File: src/rtl/fetch_pkg.sv
// Shared definitions for the instruction-fetch stage.
//
// Contents:
//   fetch_state_t  - request/response sequencer states
//   OPCODE_*       - position of the opcode field that feeds the control unit
//   NOP_INSTR      - all-zero bubble; opcode 000000 is never decoded
//   fetch_entry_t  - one fetched instruction and the address it came from
package fetch_pkg;

    localparam int FETCH_ADDR_W  = 32;
    localparam int FETCH_INSTR_W = 32;

    localparam int OPCODE_MSB = FETCH_INSTR_W - 1;
    localparam int OPCODE_LSB = FETCH_INSTR_W - 6;
    localparam int OPCODE_W   = OPCODE_MSB - OPCODE_LSB + 1;

    localparam logic [FETCH_INSTR_W-1:0] NOP_INSTR = '0;

    typedef enum logic [1:0] {
        S_REQ,
        S_WAIT,
        S_DROP
    } fetch_state_t;

    typedef struct packed {
        logic [FETCH_INSTR_W-1:0] instr;
        logic [FETCH_ADDR_W-1:0]  pc;
    } fetch_entry_t;

endpackage

File: src/rtl/fetch_skid_buf.sv
// One-entry skid buffer that parks a fetched instruction while decode is
// stalled and the IF/ID register is already occupied.
//
// Ports:
//   clk, rst_n  - clock, asynchronous active-low reset
//   push        - write din into the entry (marks it full)
//   pop         - release the entry (ignored when push is also set)
//   flush       - discard the entry; wins over push and pop
//   din / dout  - entry contents
//   full        - entry holds live data
module fetch_skid_buf
    import fetch_pkg::*;
#(
    parameter int WIDTH = FETCH_INSTR_W + FETCH_ADDR_W
) (
    input  logic             clk,
    input  logic             rst_n,
    input  logic             push,
    input  logic             pop,
    input  logic             flush,
    input  logic [WIDTH-1:0] din,
    output logic [WIDTH-1:0] dout,
    output logic             full
);

    // A simultaneous push and pop replaces the entry and leaves it full.
    always_ff @(posedge clk or negedge rst_n) begin
        if (!rst_n) begin
            full <= 1'b0;
            dout <= '0;
        end else if (flush) begin
            full <= 1'b0;
        end else if (push) begin
            full <= 1'b1;
            dout <= din;
        end else if (pop) begin
            full <= 1'b0;
        end
    end

endmodule

File: src/rtl/fetch_stage.sv
// Instruction-fetch stage feeding the control unit.
//
// Owns the PC, issues one instruction-memory request at a time, drops
// responses that a branch redirect has made stale, and presents fetched
// instructions in the IF/ID register. A one-entry skid buffer catches a
// response that lands while decode is stalled with IF/ID occupied.
//
// Ports:
//   clk, rst_n                      - clock, asynchronous active-low reset
//   imem_req_valid/ready/addr       - fetch request handshake (addr = pc)
//   imem_rsp_valid/data             - one in-order response per request
//   redirect_valid, redirect_pc     - taken branch/jump from execute
//   stall                           - decode cannot accept this cycle
//   id_valid, id_instr, id_opcode   - IF/ID contents; opcode drives control
//   id_pc, id_pc_next               - address of id_instr and that + PC_STEP
module fetch_stage
    import fetch_pkg::*;
#(
    parameter int                ADDR_W   = FETCH_ADDR_W,
    parameter int                INSTR_W  = FETCH_INSTR_W,
    parameter logic [ADDR_W-1:0] RESET_PC = '0,
    parameter logic [ADDR_W-1:0] PC_STEP  = ADDR_W'(4)
) (
    input  logic                clk,
    input  logic                rst_n,
    output logic                imem_req_valid,
    input  logic                imem_req_ready,
    output logic [ADDR_W-1:0]   imem_req_addr,
    input  logic                imem_rsp_valid,
    input  logic [INSTR_W-1:0]  imem_rsp_data,
    input  logic                redirect_valid,
    input  logic [ADDR_W-1:0]   redirect_pc,
    input  logic                stall,
    output logic                id_valid,
    output logic [INSTR_W-1:0]  id_instr,
    output logic [OPCODE_W-1:0] id_opcode,
    output logic [ADDR_W-1:0]   id_pc,
    output logic [ADDR_W-1:0]   id_pc_next
);

    localparam int ENTRY_W = INSTR_W + ADDR_W;

    fetch_state_t       state;
    fetch_state_t       state_nxt;
    logic [ADDR_W-1:0]  pc;
    logic [ADDR_W-1:0]  req_pc;
    logic               req_fire;
    logic               deliver;

    logic               skid_full;
    logic               skid_push;
    logic               skid_pop;
    logic [ENTRY_W-1:0] skid_dout;
    logic [INSTR_W-1:0] skid_instr;
    logic [ADDR_W-1:0]  skid_pc;

    logic               id_load;
    logic               id_from_skid;
    logic [INSTR_W-1:0] load_instr;
    logic [ADDR_W-1:0]  load_pc;

    assign imem_req_addr = pc;
    assign req_fire      = imem_req_valid && imem_req_ready;
    assign {skid_instr, skid_pc} = skid_dout;
    assign id_opcode     = id_instr[INSTR_W-1 -: OPCODE_W];

    // Sequencer: a request is only offered while nothing is outstanding,
    // the skid has room and no redirect is replacing the pc. In S_WAIT a
    // redirect that coincides with the response simply discards it and
    // returns to S_REQ, since no further response for that request exists.
    always_comb begin
        imem_req_valid = 1'b0;
        deliver        = 1'b0;
        state_nxt      = state;
        case (state)
            S_REQ: begin
                imem_req_valid = rst_n && !skid_full && !redirect_valid;
                if (imem_req_valid && imem_req_ready) begin
                    state_nxt = redirect_valid ? S_DROP : S_WAIT;
                end
            end
            S_WAIT: begin
                if (imem_rsp_valid) begin
                    deliver   = !redirect_valid;
                    state_nxt = S_REQ;
                end else if (redirect_valid) begin
                    state_nxt = S_DROP;
                end
            end
            S_DROP: begin
                if (imem_rsp_valid) begin
                    state_nxt = S_REQ;
                end
            end
            default: state_nxt = S_REQ;
        endcase
    end

    // State, pc and the address of the request in flight.
    always_ff @(posedge clk or negedge rst_n) begin
        if (!rst_n) begin
            state  <= S_REQ;
            pc     <= RESET_PC;
            req_pc <= '0;
        end else begin
            state <= state_nxt;
            if (redirect_valid) begin
                pc <= redirect_pc;
            end else if (req_fire) begin
                pc <= pc + PC_STEP;
            end
            if (req_fire) begin
                req_pc <= pc;
            end
        end
    end

    // Steering of each delivered instruction. The skid is always older
    // than a same-cycle delivery, so it drains into IF/ID first; the skid
    // only fills while IF/ID is occupied and decode is stalled.
    always_comb begin
        id_load      = 1'b0;
        id_from_skid = 1'b0;
        skid_push    = 1'b0;
        skid_pop     = 1'b0;
        if (!redirect_valid) begin
            if (!stall) begin
                if (skid_full) begin
                    id_load      = 1'b1;
                    id_from_skid = 1'b1;
                    skid_pop     = 1'b1;
                    skid_push    = deliver;
                end else if (deliver) begin
                    id_load = 1'b1;
                end
            end else if (deliver) begin
                if (!id_valid) begin
                    id_load = 1'b1;
                end else begin
                    skid_push = 1'b1;
                end
            end
        end
        load_instr = id_from_skid ? skid_instr : imem_rsp_data;
        load_pc    = id_from_skid ? skid_pc    : req_pc;
    end

    fetch_skid_buf #(
        .WIDTH (ENTRY_W)
    ) u_skid (
        .clk   (clk),
        .rst_n (rst_n),
        .push  (skid_push),
        .pop   (skid_pop),
        .flush (redirect_valid),
        .din   ({imem_rsp_data, req_pc}),
        .dout  (skid_dout),
        .full  (skid_full)
    );

    // IF/ID register. A redirect kills the entry and zeroes the instruction
    // so the control unit sees a bubble; the pc fields are left as they were.
    always_ff @(posedge clk or negedge rst_n) begin
        if (!rst_n) begin
            id_valid   <= 1'b0;
            id_instr   <= INSTR_W'(NOP_INSTR);
            id_pc      <= '0;
            id_pc_next <= '0;
        end else if (redirect_valid) begin
            id_valid <= 1'b0;
            id_instr <= INSTR_W'(NOP_INSTR);
        end else if (id_load) begin
            id_valid   <= 1'b1;
            id_instr   <= load_instr;
            id_pc      <= load_pc;
            id_pc_next <= load_pc + PC_STEP;
        end else if (!stall) begin
            id_valid <= 1'b0;
        end
    end

endmodule

File: config.mk
export PLATFORM = sky130hd
export DESIGN_NAME = fetch_stage
export DESIGN_NICKNAME = d
export VERILOG_FILES = /design/src/rtl/fetch_pkg.sv /design/src/rtl/fetch_skid_buf.sv /design/src/rtl/fetch_stage.sv
export SDC_FILE = /design/constraint.sdc
export NUM_CORES = 1
export LEC_CHECK = 0
export BUFFER_PORTS_ARGS = -buffer_cell sky130_fd_sc_hd__buf_2
export CAP_MARGIN = 20
export CORE_MARGIN = 2
export CORE_UTILIZATION = 60
export DETAILED_ROUTE_END_ITERATION = 8
export PLACE_DENSITY = 0.91
export RECOVER_POWER = 25
export SKIP_CTS_REPAIR_TIMING = 1
export SLEW_MARGIN = 20
export SYNTH_ARGS = -nofsm -noshare
export SYNTH_HDL_FRONTEND = slang
export SYNTH_SLANG_ARGS = --single-unit
File: constraint.sdc
create_clock -name clk -period 9.75 [get_ports clk]
set_input_delay 2.4375 -clock clk [delete_from_list [all_inputs] [get_ports clk]]
set_output_delay 2.4375 -clock clk [all_outputs]
set_load 0.05 [all_outputs]
==> impl_metrics.env <==
export IMPL_status="finished, violations left"
export IMPL_violations="capacitance limit, slew limit"
export IMPL_ir_drop_uv=116
export IMPL_hold_ws_ns=0.461
export IMPL_hold_path_class="flip-flop to flip-flop"
export IMPL_num_antenna_cells=0
export IMPL_yosysTopAreaCellShare_pct=50.7
export IMPL_syn_nets=1221
export IMPL_min_period_ns=7.29
export IMPL_max_freq_ghz=0.137
export IMPL_tns_ns=0
export IMPL_core_area_um2=18100
export IMPL_grt_usage_pct=30.6
export IMPL_synth_area_um2=11200
export IMPL_grt_antenna_before_repair=0
export IMPL_netSwitchingFraction_pct=38.8
export IMPL_slew_headroom_pct=-138
export IMPL_htreeDepth=1
export IMPL_drv_cap=2
export IMPL_cts_buffers_inserted=24
export IMPL_seqPwrFrac_pct=42.9
export IMPL_synthesis_area_per_instance_um2=9.71
export IMPL_comb_power_share_pct=27.5
export IMPL_cp_end_kind="output pin"
export IMPL_crit_type="primary input to output pin"
export IMPL_cp_max_fo=45
export IMPL_dp_hpwl_um=20200
export IMPL_clk_latency_ns=0.52
export IMPL_grt_pass1_wl_um=49200
export IMPL_powerDensity_nw_per_um2=222
export IMPL_ys_types=74
export IMPL_critPathTopFamily="buffers and inverters"
export IMPL_routed_wl_um=30600
export IMPL_globalplace_congestion=0.915
export IMPL_dpl_cell_count=1511
export IMPL_grt_start_max_net_pins=101
export IMPL_power_leakage_uw=0.00640
export IMPL_cp_data_required_time_ns=7.31
export IMPL_dr_pass1_iters=5
export IMPL_vias_per_cell=6.30
export IMPL_cpMostUsedCell="buf_2"
export IMPL_drc=0
export IMPL_grt_pass1_vias=9412
export IMPL_critPathSlowestCell="clkbuf_1"
export IMPL_clk_transition_reported_paths_ns=0.06
export IMPL_root_buffer="clkbuf_16"
export IMPL_p_sw_uw=1110
export IMPL_synth_area_top_cells="dfrtp_1 (51%), nand2_1 (9.3%), mux2_2 (7.2%)"
export IMPL_nFillCells=1246
export IMPL_setup_viol=0
export IMPL_fin_crit_sh_pct=74.8
export IMPL_drtIter0Drc=1006
export IMPL_syn_inst=1149
export IMPL_yosysSeqAreaShare_pct=50.7
export IMPL_path_buf_inv=3
export IMPL_die_area_um2=19700
export IMPL_cts_tree="done"
export IMPL_final_hold_violation_count=0
export IMPL_clockBufferDepth=3
export IMPL_p_clk_share_pct=29.6
export IMPL_synth_edff_count=0
export IMPL_num_rows=49
export IMPL_ys_ff_latch=226
export IMPL_pin_count=206
export IMPL_tightest_slew_ns=3.57
export IMPL_drtAntennaViolNets=0
export IMPL_cts_sinks=226
export IMPL_p_int_uw=1760
export IMPL_synth_ff_type="dfrtp_1"
export IMPL_final_util_pct=71.6
export IMPL_slowest_delay_ns=1.50
export IMPL_layout_common_cells="nand2_1 (275), dfrtp_1 (226), buf_2 (204)"
export IMPL_nets=1380
export IMPL_via_count=9791
export IMPL_finalNonFillerCells=1553
export IMPL_rsz0062_at_grt="no"
export IMPL_ys_warnings_count=0
export IMPL_crit_chain="buf_2, clkbuf_1, nor4_1, and2_1, buf_2"
export IMPL_areaGrowthSynthToFinish_pct=16.0
export IMPL_wl_per_cell_um=19.7
export IMPL_slew_violations=115
export IMPL_die_width_um=140
export IMPL_overflow=0
export IMPL_cp_arrival_ns=4.86
export IMPL_start_kind="primary input"
export IMPL_final_common_cell="nand2_1"
export IMPL_dieHeight_um=140
export IMPL_yosys_area_top_type="dfrtp_1"
export IMPL_drive_gt1_share_pct=26.3
export IMPL_skew_ns=0.0120
export IMPL_portBuffers=205
export IMPL_start_util_pct=61.7
export IMPL_async_reset_ff_share_pct=100
synthesized netlist by cell type, drive strengths merged (17+ instances only):
cell type  instances
nor4              17
a31oi             27
nor2              56
nand4             19
dfrtp            226
a22oi             42
nand2            275
a21oi             23
mux2i             26
clkbuf            50
nand3             39
o21ai             37
nor3              31
buf               35
mux2              72
registers in the layout, summed over array words and instances (netlist names):
register,count
req_pc,32
u_skid.full,1
u_skid.dout,64
id_valid,1
id_instr,32
imem_req_addr,32
state,2
id_pc_next,30
id_pc,32
layout make-up:
cell class	count	area [um2]	area share [%]
well taps	229	287	2.21
flip-flops and latches	226	5660	43.7
clock inverters	8	55.1	0.425
repair buffers	218	1130	8.70
multi-input cells	829	5110	39.5
inverters	9	33.8	0.261
clock buffers	34	678	5.24
tightest hold or removal path: cells and delay by family (launching register included):
family	cells	cell delay, ns
AND/OR/NAND/NOR	2	0.09
flip-flops	1	0.34
routing by layer:
layer	wire length (um)	global-route usage, %	up-vias
li1	-	-	4429
met1	12500	43.3	4758
met2	14400	47.8	532
met3	2770	4.99	72
met4	941	12.0	0
met5	0	0	-
metrics by stage:
step	setup WS, ns	area, um2	total power [uW]
2_1_floorplan	3.94	11200	1780
3_3_place_gp	3.57	12200	2000
3_5_place_dp	3.51	12200	2020
4_1_cts	3.50	12900	2880
5_1_grt	2.30	12900	2980
6_report	2.46	12900	2870
power groups by stage:
stage	logic, uW	clock network [uW]	registers (uW)
after floorplan	231	0	1550
final	790	851	1230
after CTS	791	861	1220
after global routing	834	901	1250
after global placement	768	0	1230
after detailed placement	784	0	1240
worst paths after layout:
check | slack, ns | start | cells after the start | endpoint
min in group asynchronous | 1.94 | rst_n | 1 | imem_req_addr[25]
setup reg to reg | 5.98 | u_skid.full | 10 | id_pc_next[26]
hold / removal | 0.46 | id_instr[10] | 2 | id_instr[10]
setup / recovery | 2.46 | redirect_valid | 5 | imem_req_valid
max in group asynchronous | 3.72 | rst_n | 3 | id_instr[18]
hold reg to reg | 0.46 | id_instr[10] | 2 | id_instr[10]
logic make-up (layout without fill, tap and decap cells):
group | after synthesis | count (layout) | synth area share [%]
xor+xnor | 18 | 18 | 1.41
buf+inv | 94 | 269 | 3.90
flops | 226 | 226 | 50.7
compound gates | 214 | 214 | 13.5
simple gates | 497 | 497 | 20.6
mux | 98 | 98 | 9.63
fa+ha+maj | 2 | 2 | 0.224
Power figures use the tool's default switching activity.
